[src/rtl/arbitro_cdb_pkg.sv]
// Shared definitions for the common data bus arbiter: widths, reserved tags
// and the per-requester buffer states.
package arbitro_cdb_pkg;

    localparam int LARG  = 16;
    localparam int TAG_W = 3;

    localparam logic [TAG_W-1:0] TAG_NENHUM = 3'd0;
    localparam logic [TAG_W-1:0] TAG_ADDSUB = 3'd1;
    localparam logic [TAG_W-1:0] TAG_MULDIV = 3'd2;

    typedef enum logic {
        VAZIO = 1'b0,
        CHEIO = 1'b1
    } estado_buf_t;

endpackage

[src/rtl/arbitro_cdb_if.sv]
// Request/accept and broadcast signals of the CDB arbiter, bundled so that
// functional units (master) and the arbiter (slave) share one port.
interface arbitro_cdb_if
    import arbitro_cdb_pkg::*;
#(
    parameter int NREQ = 4,
    parameter int LARG = arbitro_cdb_pkg::LARG
) ();

    logic [NREQ-1:0]       req;
    logic [NREQ*LARG-1:0]  dadoIn;
    logic [NREQ*TAG_W-1:0] tagIn;
    logic                  limpa;
    logic [NREQ-1:0]       ack;
    logic                  writeCDB;
    logic [LARG-1:0]       dadoCDB;
    logic [TAG_W-1:0]      RS_Name;
    logic                  erroTag;

    modport master (
        output req, dadoIn, tagIn, limpa,
        input  ack, writeCDB, dadoCDB, RS_Name, erroTag
    );

    modport slave (
        input  req, dadoIn, tagIn, limpa,
        output ack, writeCDB, dadoCDB, RS_Name, erroTag
    );

endinterface

[src/rtl/arbitro_cdb_rr_seletor.sv]
// Round-robin pick of one full buffer, searching from the slot after the
// last winner so every full buffer is served within NREQ cycles.
module rr_seletor #(
    parameter int NREQ = 4
) (
    input  logic [NREQ-1:0]         i_cheio,
    input  logic [$clog2(NREQ)-1:0] i_ptr,
    output logic [NREQ-1:0]         o_grant,
    output logic                    o_valid
);

    localparam int PW = $clog2(NREQ);

    logic [PW-1:0] w_idx;

    always_comb begin
        o_grant = '0;
        o_valid = 1'b0;
        w_idx   = '0;
        for (int k = 1; k <= NREQ; k++) begin
            w_idx = PW'((int'(i_ptr) + k) % NREQ);
            if (!o_valid && i_cheio[w_idx]) begin
                o_grant[w_idx] = 1'b1;
                o_valid        = 1'b1;
            end
        end
    end

endmodule

[src/rtl/arbitro_cdb.sv]
// Common data bus arbiter: one single-entry buffer per requester, round-robin
// broadcast of one buffered result per cycle, tag-0 results rejected.
module arbitro_cdb
    import arbitro_cdb_pkg::*;
#(
    parameter int NREQ = 4,
    parameter int LARG = arbitro_cdb_pkg::LARG
) (
    input  logic          clock,
    input  logic          reset,
    arbitro_cdb_if.slave  bus
);

    localparam int PW = $clog2(NREQ);

    estado_buf_t      r_estado     [NREQ];
    estado_buf_t      w_proxEstado [NREQ];
    logic [LARG-1:0]  r_dado       [NREQ];
    logic [TAG_W-1:0] r_tag        [NREQ];
    logic [PW-1:0]    r_ptr;

    logic             r_writeCDB;
    logic [LARG-1:0]  r_dadoCDB;
    logic [TAG_W-1:0] r_rsName;
    logic             r_erroTag;

    logic [NREQ-1:0]  w_cheio;
    logic [NREQ-1:0]  w_tagZero;
    logic [NREQ-1:0]  w_grantBruto;
    logic [NREQ-1:0]  w_grant;
    logic             w_valid;
    logic             w_grantValid;
    logic [NREQ-1:0]  w_ack;
    logic [NREQ-1:0]  w_load;
    logic [PW-1:0]    w_ptrGrant;
    logic [LARG-1:0]  w_dadoGrant;
    logic [TAG_W-1:0] w_tagGrant;

    always_comb begin
        w_cheio   = '0;
        w_tagZero = '0;
        for (int i = 0; i < NREQ; i++) begin
            w_cheio[i]   = (r_estado[i] == CHEIO);
            w_tagZero[i] = (bus.tagIn[i*TAG_W +: TAG_W] == TAG_NENHUM);
        end
    end

    rr_seletor #(.NREQ(NREQ)) u_seletor (
        .i_cheio (w_cheio),
        .i_ptr   (r_ptr),
        .o_grant (w_grantBruto),
        .o_valid (w_valid)
    );

    // A flush suppresses the broadcast, so it also suppresses the grant.
    assign w_grantValid = w_valid & ~bus.limpa;
    assign w_grant      = bus.limpa ? '0 : w_grantBruto;

    // A full buffer can accept only when it is being emptied by this grant.
    always_comb begin
        w_ack  = '0;
        w_load = '0;
        for (int i = 0; i < NREQ; i++) begin
            w_ack[i]  = bus.req[i] & ~bus.limpa & ~reset & (~w_cheio[i] | w_grant[i]);
            w_load[i] = w_ack[i] & ~w_tagZero[i];
        end
    end

    assign bus.ack = w_ack;

    always_comb begin
        w_ptrGrant  = '0;
        w_dadoGrant = '0;
        w_tagGrant  = '0;
        for (int i = 0; i < NREQ; i++) begin
            if (w_grant[i]) begin
                w_ptrGrant  = PW'(i);
                w_dadoGrant = r_dado[i];
                w_tagGrant  = r_tag[i];
            end
        end
    end

    // Reload wins over the grant so a buffer sent and refilled stays full.
    always_comb begin
        for (int i = 0; i < NREQ; i++) begin
            w_proxEstado[i] = r_estado[i];
            if (bus.limpa)
                w_proxEstado[i] = VAZIO;
            else if (w_load[i])
                w_proxEstado[i] = CHEIO;
            else if (w_ack[i] || w_grant[i])
                w_proxEstado[i] = VAZIO;
        end
    end

    always_ff @(posedge clock or posedge reset) begin
        if (reset) begin
            for (int i = 0; i < NREQ; i++) begin
                r_estado[i] <= VAZIO;
                r_dado[i]   <= '0;
                r_tag[i]    <= '0;
            end
            r_ptr      <= PW'(NREQ - 1);
            r_writeCDB <= 1'b0;
            r_dadoCDB  <= '0;
            r_rsName   <= '0;
            r_erroTag  <= 1'b0;
        end else begin
            for (int i = 0; i < NREQ; i++) begin
                r_estado[i] <= w_proxEstado[i];
                if (w_load[i]) begin
                    r_dado[i] <= bus.dadoIn[i*LARG +: LARG];
                    r_tag[i]  <= bus.tagIn[i*TAG_W +: TAG_W];
                end
            end
            if (w_grantValid) begin
                r_ptr      <= w_ptrGrant;
                r_writeCDB <= 1'b1;
                r_dadoCDB  <= w_dadoGrant;
                r_rsName   <= w_tagGrant;
            end else begin
                r_writeCDB <= 1'b0;
            end
            r_erroTag <= |(w_ack & w_tagZero);
        end
    end

    assign bus.writeCDB = r_writeCDB;
    assign bus.dadoCDB  = r_dadoCDB;
    assign bus.RS_Name  = r_rsName;
    assign bus.erroTag  = r_erroTag;

endmodule

[src/flat_wrapper.sv]
// flat-port wrapper written by rule: the top's interface ports become plain ports
module arbitro_cdb_flat import arbitro_cdb_pkg::*;
#(
    parameter int NREQ = 4,
    parameter int LARG = arbitro_cdb_pkg::LARG
)
  (clock, reset, bus_req, bus_dadoIn, bus_tagIn, bus_limpa, bus_ack, bus_writeCDB, bus_dadoCDB, bus_RS_Name, bus_erroTag);
  arbitro_cdb_if #(.NREQ(NREQ), .LARG(LARG)) bus_i ();
  input  logic clock;
  input  logic reset;
  input wire logic [$bits(bus_i.req)-1:0] bus_req;
  input wire logic [$bits(bus_i.dadoIn)-1:0] bus_dadoIn;
  input wire logic [$bits(bus_i.tagIn)-1:0] bus_tagIn;
  input wire logic [$bits(bus_i.limpa)-1:0] bus_limpa;
  output wire logic [$bits(bus_i.ack)-1:0] bus_ack;
  output wire logic [$bits(bus_i.writeCDB)-1:0] bus_writeCDB;
  output wire logic [$bits(bus_i.dadoCDB)-1:0] bus_dadoCDB;
  output wire logic [$bits(bus_i.RS_Name)-1:0] bus_RS_Name;
  output wire logic [$bits(bus_i.erroTag)-1:0] bus_erroTag;
  assign bus_i.req = bus_req;
  assign bus_i.dadoIn = bus_dadoIn;
  assign bus_i.tagIn = bus_tagIn;
  assign bus_i.limpa = bus_limpa;
  assign bus_ack = bus_i.ack;
  assign bus_writeCDB = bus_i.writeCDB;
  assign bus_dadoCDB = bus_i.dadoCDB;
  assign bus_RS_Name = bus_i.RS_Name;
  assign bus_erroTag = bus_i.erroTag;
  arbitro_cdb #(.NREQ(NREQ), .LARG(LARG)) u_core (.clock(clock), .reset(reset), .bus(bus_i));
endmodule
[config.mk]
export PLATFORM = sky130hd
export DESIGN_NAME = arbitro_cdb_flat
export DESIGN_NICKNAME = d
export VERILOG_FILES = /design/src/rtl/arbitro_cdb_pkg.sv /design/src/rtl/arbitro_cdb_if.sv /design/src/rtl/arbitro_cdb_rr_seletor.sv /design/src/rtl/arbitro_cdb.sv /design/src/flat_wrapper.sv
export SDC_FILE = /design/constraint.sdc
export NUM_CORES = 1
export LEC_CHECK = 0
export BUFFER_PORTS_ARGS = -buffer_cell sky130_fd_sc_hd__buf_2
export CORE_ASPECT_RATIO = 1.5
export CORE_MARGIN = 2
export CORE_UTILIZATION = 59
export CTS_BUF_LIST = sky130_fd_sc_hd__clkbuf_8 sky130_fd_sc_hd__clkbuf_16
export DETAILED_ROUTE_END_ITERATION = 8
export PLACE_DENSITY = 0.95
export SYNTH_ARGS = -nofsm -noshare
export SYNTH_HDL_FRONTEND = slang
export SYNTH_HIERARCHICAL = 1
export SYNTH_SLANG_ARGS = --single-unit
[constraint.sdc]
create_clock -name clock -period 9.3 [get_ports clock]
set_clock_uncertainty 0.05 [all_clocks]
set_input_delay 0.465 -clock clock [delete_from_list [all_inputs] [get_ports clock]]
set_output_delay 0.465 -clock clock [all_outputs]
set_load 0.005 [all_outputs]
# Word-level counts from Yosys, hierarchy flattened
# Index checks and enable logic that the tools add are counted.
# Widths: inputs -> output; s select.
# classes
addsub	4
n_lt_le_gt_ge	8
muxes	49
bitwise_logic	35
reduce_logical	23
# op_table
cell	n
$mux 16	4
$mux 1	26
$mux 4	5
$and 1x1->1	17
$logic_not 3->1	4
$lt 2x3->1 const B	4
$mux 3	4
$or 4x4->4	3
$reduce_bool 3->1	4
$not 1->1	10
$bmux 1 s2	4
$demux 1 s2	4
$ge 2x1->1 const B	4
$logic_and 1x1->1	7
$add 2x1->2 const B	2
$add 2x2->2 const B	2
$and 4x4->4	1
$logic_or 1x1->1	4
$mux 2	2
$or 1x1->1	4
$reduce_or 4->1	1
$logic_not 1->1	3
# totals
regBits	103
wordCells	136

# Logic depth before layout (Yosys ltp)
# depth
word_depth	20
mapped_depth	12
depth_no_buf	9

# Modules after synthesis
# The synthesis kept the hierarchy.
# by_module_without_submodules
mod	n_inst	cells_per_inst	area_each_um2
arbitro_cdb	1	354	4561.9
rr_seletor	1	48	415.4

# Least setup slack after synthesis
# OpenSTA, ideal clock, no wires.
# synth_path
kind	register to register
start	reg u_core.r_ptr[1]
end	reg u_core/r_dado[23] in the netlist's numbering
t_arrival_ns	2.936
required_time_ns	9.125
setup_slack_ns	6.189
stages_incl_launch_ff	12
period_less_slack_ns	3.111
cell_sequence	dfstp_2 > buf_6 > inv_1 > ha_1 > mux2_2 > nand4_1 > o21ai_0 > a221o_1 > nand2b_1 > nand4b_1 > buf_2 > mux2_2
# synth_between
elab_chain_cells	17
# synth_rtl
item	line_no	text
start: declaration	arbitro_cdb.sv:20	logic [PW-1:0] r_ptr;
start signal: assignment	arbitro_cdb.sv:104	r_ptr <= PW'(NREQ - 1);
start signal: assignment	arbitro_cdb.sv:118	r_ptr <= w_ptrGrant;
branches (longest 12 deep; another with $lt 2x3->1)	--	
$mux 4 (*)	arbitro_cdb_rr_seletor.sv:22	if (!o_valid && i_cheio[w_idx]) begin
net u_core.w_grantBruto[2]	arbitro_cdb.sv:29	logic [NREQ-1:0] w_grantBruto;
$mux 4 (*)	arbitro_cdb.sv:57	assign w_grant = bus.limpa ? '0 : w_grantBruto;
$or 1x1->1 (*)	arbitro_cdb.sv:64	w_ack[i] = bus.req[i] & ~bus.limpa & ~reset & (~w_cheio[i] | w_grant[i]);
$and 1x1->1 (*)	arbitro_cdb.sv:64	
$and 1x1->1 (*)	arbitro_cdb.sv:65	w_load[i] = w_ack[i] & ~w_tagZero[i];
end signal: indexed assignment	arbitro_cdb.sv:113	r_dado[i] <= bus.dadoIn[i*LARG +: LARG];
end: declaration	arbitro_cdb.sv:18	logic [LARG-1:0] r_dado [NREQ];
# Mark *: on every way through the listed nets, which the timed path passes. The select of a mux whose other input is x is not followed.
# A chain may end at the register's enable or synchronous reset.

# Worst setup path in the final report
# layout_path
start	reg u_core.r_ptr[0]
end	reg u_core/r_dado[20] in the netlist's numbering
# The elaborated chain is that of the path after synthesis.

==> results.md <==
- The arrival time at the worst endpoint is 5.04 ns.
- The repair_antennas step left the layout with diodes totalling 0.
- The width of the die is 79.00 um.
- Of the total power, the share spent switching nets is 33.13%.
- Detailed placement ended at an HPWL of 8.840 mm.
- The global-route track usage on met2 is 44.01%.
- The clock period minus final worst setup slack is 4.871 ns.
- The met3 track demand over resource in global routing is 4.869%.
- The aggregate global routing overflow is 0.
- The slew at the pin with the worst max-slew slack is 1.178 ns.
- Counting every net in the synthesized netlist gives 493.
- The number of top-level pins is 108.
- The insertion delay to the later sink of the worst-skew pair is 0.34 ns.
- Global routing consumed, over all layers together, 27.18% of the routing resources.
- Clock-pin slew was measured on the worst setup and hold paths at 0.07 ns.
- The number of cells in the finished layout apart from fillers is 608.
- Summing the sequential cell areas from Yosys gives 51.84% of the chip area.
- The clock tree root driver cell is sky130_fd_sc_hd__clkbuf_16.
- The global-route met1 utilization is 34.94%.
- The number of placed cells counting well taps is 593.
- In the synthesized netlist the dominant register cell turns out to be sky130_fd_sc_hd__dfrtp_1.
- The core occupancy in the finished layout is 70.22%.
- The critical path runs through a total of 9 cells.
- The number of port buffers is 107.
- The switching component of the power is 0.5187 mW.
- After synthesis, the mean cell area works out to 12.38 um2.
- The total number of nets in the final design is 588.
- The largest incremental delay on the critical path is 0.87 ns.
- The run finished with clean final reports.
- In this run the worst path has a maximum fanout of 35.
- Fill cells in the final layout number 609.
- TritonCTS built the clock tree.
- The cell with the most instances after synthesis is sky130_fd_sc_hd__dfrtp_1.
- In the synthesized netlist, the number of instances is 402.
- Of all flip-flops after synthesis, the portion carrying an async set or reset was 100.0%.
- The cell type group with the largest total delay on the critical path is compound AO/OA/AOI/OAI gates.
- For the worst setup path, the data required time is 9.47 ns.
- The longest clock path from root to sink contains 2 buffers.
- The buffers plus inverters on the worst setup path is 1.
- The total count of max-transition violations in the final report was 0.
- The number of H-tree levels is 3.
- The max capacitance violation total is 0.
- The standard cell with the maximum stage delay on the critical path is sky130_fd_sc_hd__a221o_1.
- The sum of routed wire length over all layers is 11.90 mm.
- The worst min-delay path category is primary input to async pin.
- In this run the critical register-to-register path is captured at u_core/r_dado[20].
- For this run, the detailed router's first-pass iteration total came to 5.
- The number of gates resized after CTS was 0.
- After synthesis the netlist holds a flip-flop and latch count of 103.
- Relative to the synthesized area, the layout overhead comes to 17.24%.
- The die is 116.5 um tall.
- The share of total power dissipated in the clock network is 24.0%.
- The final routed DRC violation total is 0.
- Yosys mapped a number of flops with a built-in enable equal to 0.
- For the final routed database, the setup TNS stands at 0 ns.
- The routed length per instance is 19.58 um.
- The internal power of the cells totals 1.047 mW.
- In the final layout, the multi-input gates occupy 2232 um2.
- After synthesis, the netlist uses 44 different library cells.
- In this run, post-CTS hold repair placed 0 buffers.
- The detail-routed via count per cell is 6.099.
- The remaining max-slew budget at the tightest pin is 21.07%.
- The area taken by flip-flops and latches is 2580 um2.
- By area the synthesized netlist is led by sky130_fd_sc_hd__dfrtp_1 51%, sky130_fd_sc_hd__mux2_2 12%, sky130_fd_sc_hd__mux2_4 4.8%.
- The post-route worst hold slack is 0.1515 ns.
- After clock tree synthesis, the setup repair step added 0 buffers.
- The initial standard-cell utilization of the core is 59.89%.
- In this run the most used layer during global routing was met2.
- The largest voltage drop on the vdd net is 163.0 uV.
- The netlist area before placement is 4977 um2.
- For flop-to-flop paths, the worst setup slack is 4.43 ns.
- The post-route netlist has 40.32% of its cells at a drive strength greater than 1.
- Setup repair after global routing left no endpoint under its margin.
- The antenna violation net count after detailed routing is 0.
- The element type at the critical path end is a register.
- Counting every sink on the clock net gives 103.
- The origin of the critical flop-to-flop path is u_core/r_ptr[0].
- The path type of the worst setup path is register to register.
- The fraction of synthesized cell area taken by the top area cell type is 50.78%.
- The number of DRC violations after detailed-routing iteration 0 is 315.
- Entering global routing, the biggest net connects 65 pins.
- The critical path goes through inv_1 -> ha_1 -> mux2i_1 -> o2111ai_1 -> o21ai_0 -> a221o_1 -> nand2b_1 -> nand4b_1 -> mux2_2.
- The most critical setup path has its startpoint at u_core/r_ptr[0].
- The congestion estimate from routability-driven global placement came to 0.9119.
- For this run, the number of Yosys warnings is 6.
- The core region is 8310 um2.
- The library cell with the largest summed area after synthesis is sky130_fd_sc_hd__dfrtp_1.
- The final critical path takes up 52.38% of the cycle.
- The total power per unit cell area is 268.3 nW/um2.
- The first global-routing pass estimated 18.99 mm of wire.
- The capturing instance or port of the critical path is u_core/r_dado[20].
- STA classifies the critical path startpoint as a register.
- In this run, flip-flops and latches consume 43.4% of the power.
- The number of cell instances on the worst register-to-register path is 9.
- Setup violations remaining at the end of the flow were counted as 0.
- The number of hold violations in the final report is 0.
- In the synthesized netlist, the cells that appear most often are 101 x sky130_fd_sc_hd__dfrtp_1, 54 x sky130_fd_sc_hd__mux2_2, 25 x sky130_fd_sc_hd__nand2_1.
- Static timing analysis puts the maximum clock frequency at 205.3 MHz.
- The analysis attributes to cell leakage a power of 2.694 nW.
- The number of global-route vias before repair is 3713.
- The number of clock buffers inserted by TritonCTS is 9.
- Across all layers, the routed design uses 3708 vias.
- The floorplan row count is 41.
- The die covers 9202 um2.
- Of the total power, combinational logic draws 32.6%.
- The initial antenna violation count is 0.
==> layout by cell type (no fill, tap or decap), types with 2 or more instances in the layout <==
cell                        instances
sky130_fd_sc_hd__a21o_1            15
sky130_fd_sc_hd__a21oi_1            5
sky130_fd_sc_hd__a221o_1            4
sky130_fd_sc_hd__a221oi_1           4
sky130_fd_sc_hd__a22o_1             8
sky130_fd_sc_hd__a31oi_1           16
sky130_fd_sc_hd__a32oi_1           15
sky130_fd_sc_hd__and3_1             3
sky130_fd_sc_hd__buf_2            107
sky130_fd_sc_hd__buf_4              2
sky130_fd_sc_hd__clkbuf_16          9
sky130_fd_sc_hd__clkbuf_8           2
sky130_fd_sc_hd__dfrtp_1          101
sky130_fd_sc_hd__dfstp_2            2
sky130_fd_sc_hd__ha_1               8
sky130_fd_sc_hd__inv_1             10
sky130_fd_sc_hd__mux2_2            54
sky130_fd_sc_hd__mux2_4            16
sky130_fd_sc_hd__mux2i_1            8
sky130_fd_sc_hd__nand2_1           25
sky130_fd_sc_hd__nand2b_1           8
sky130_fd_sc_hd__nand3b_1          16
sky130_fd_sc_hd__nand4_1            6
sky130_fd_sc_hd__nand4b_1           3
sky130_fd_sc_hd__nor2_1            18
sky130_fd_sc_hd__nor2b_1            3
sky130_fd_sc_hd__nor3_1             5
sky130_fd_sc_hd__o21ai_0            2
sky130_fd_sc_hd__o22ai_1            4
sky130_fd_sc_hd__o31ai_1            4
==> logic make-up after synthesis <==
| family | synth area share (%) |
|---|---|
| multiplexers | 19.18 |
| AO/OA/AOI/OAI | 12.37 |
| adder cells (fa/ha/maj) | 2.011 |
| AND/OR/NAND/NOR | 11.09 |
| flip-flops | 51.84 |
| buffers and inverters | 3.519 |
==> metrics by stage <==
stage	power (mW)	setup slack, ns	instance area [um2]
global route	1.649	4.187	5836
detailed placement	1.185	4.577	5537
CTS	1.562	4.565	5836
floorplan	1.025	6.084	4977
global placement	1.150	4.902	5537
finish	1.566	4.429	5836
==> worst register-to-register path, delay by kind of cell (launching register included) <==
kind | cells | cell delay [ns]
flip-flops | 1 | 0.62
AO/OA/AOI/OAI | 3 | 1.46
buffers and inverters | 1 | 0.18
multiplexers | 2 | 0.87
AND/OR/NAND/NOR | 2 | 1.13
adder cells (fa/ha/maj) | 1 | 0.44
==> power groups by stage <==
| stage | combinational, mW | sequential [mW] | clock, mW |
|---|---|---|---|
| 4_1_cts | 0.506 | 0.677 | 0.380 |
| 6_report | 0.510 | 0.680 | 0.376 |
| 3_3_place_gp | 0.476 | 0.674 | 0 |
| 5_1_grt | 0.554 | 0.694 | 0.401 |
| 3_5_place_dp | 0.503 | 0.682 | 0 |
| 2_1_floorplan | 0.372 | 0.653 | 0 |
==> per-layer routing <==
metal  wire, um  vias up
met3        708       37
met5          0        -
met4        470        0
met1       4677     1835
met2       6048      157
li1           -     1679
==> how the worst min path moves through the flow <==
stage / start / to / slack, ns / depth (start not counted)
floorplan: u_core/r_tag[10] / u_core/r_tag[10] / 0.42 / 1
detailed placement: u_core/bus.dadoCDB[12] / u_core/bus.dadoCDB[12] / 0.42 / 2
finish: reset / u_core/r_tag[7] / 0.15 / 2
CTS: reset / u_core/r_tag[7] / 0.16 / 2
global route: reset / u_core/r_tag[7] / 0.19 / 2
global placement: u_core/bus.dadoCDB[11] / u_core/bus.dadoCDB[11] / 0.41 / 2
==> state kept, by name, summed over array words and instances, names as in the netlist <==
name,count
u_core/r_dado,64
u_core/bus.dadoCDB,16
u_core/r_tag,12
u_core/r_estado,4
u_core/bus.RS_Name,3
u_core/r_ptr,2
u_core/bus.erroTag,1
u_core/bus.writeCDB,1
==> area by class of cell <==
cell class | count | share of cell area, %
Timing Repair Buffer | 109 | 9.434
Clock buffer | 11 | 4.331
Inverter | 10 | 0.6861
Multi-Input combinational cell | 264 | 38.25
Tap cell | 107 | 2.294
Clock inverter | 4 | 0.7933
Sequential cell | 103 | 44.21
Power figures use the tool's default switching activity.
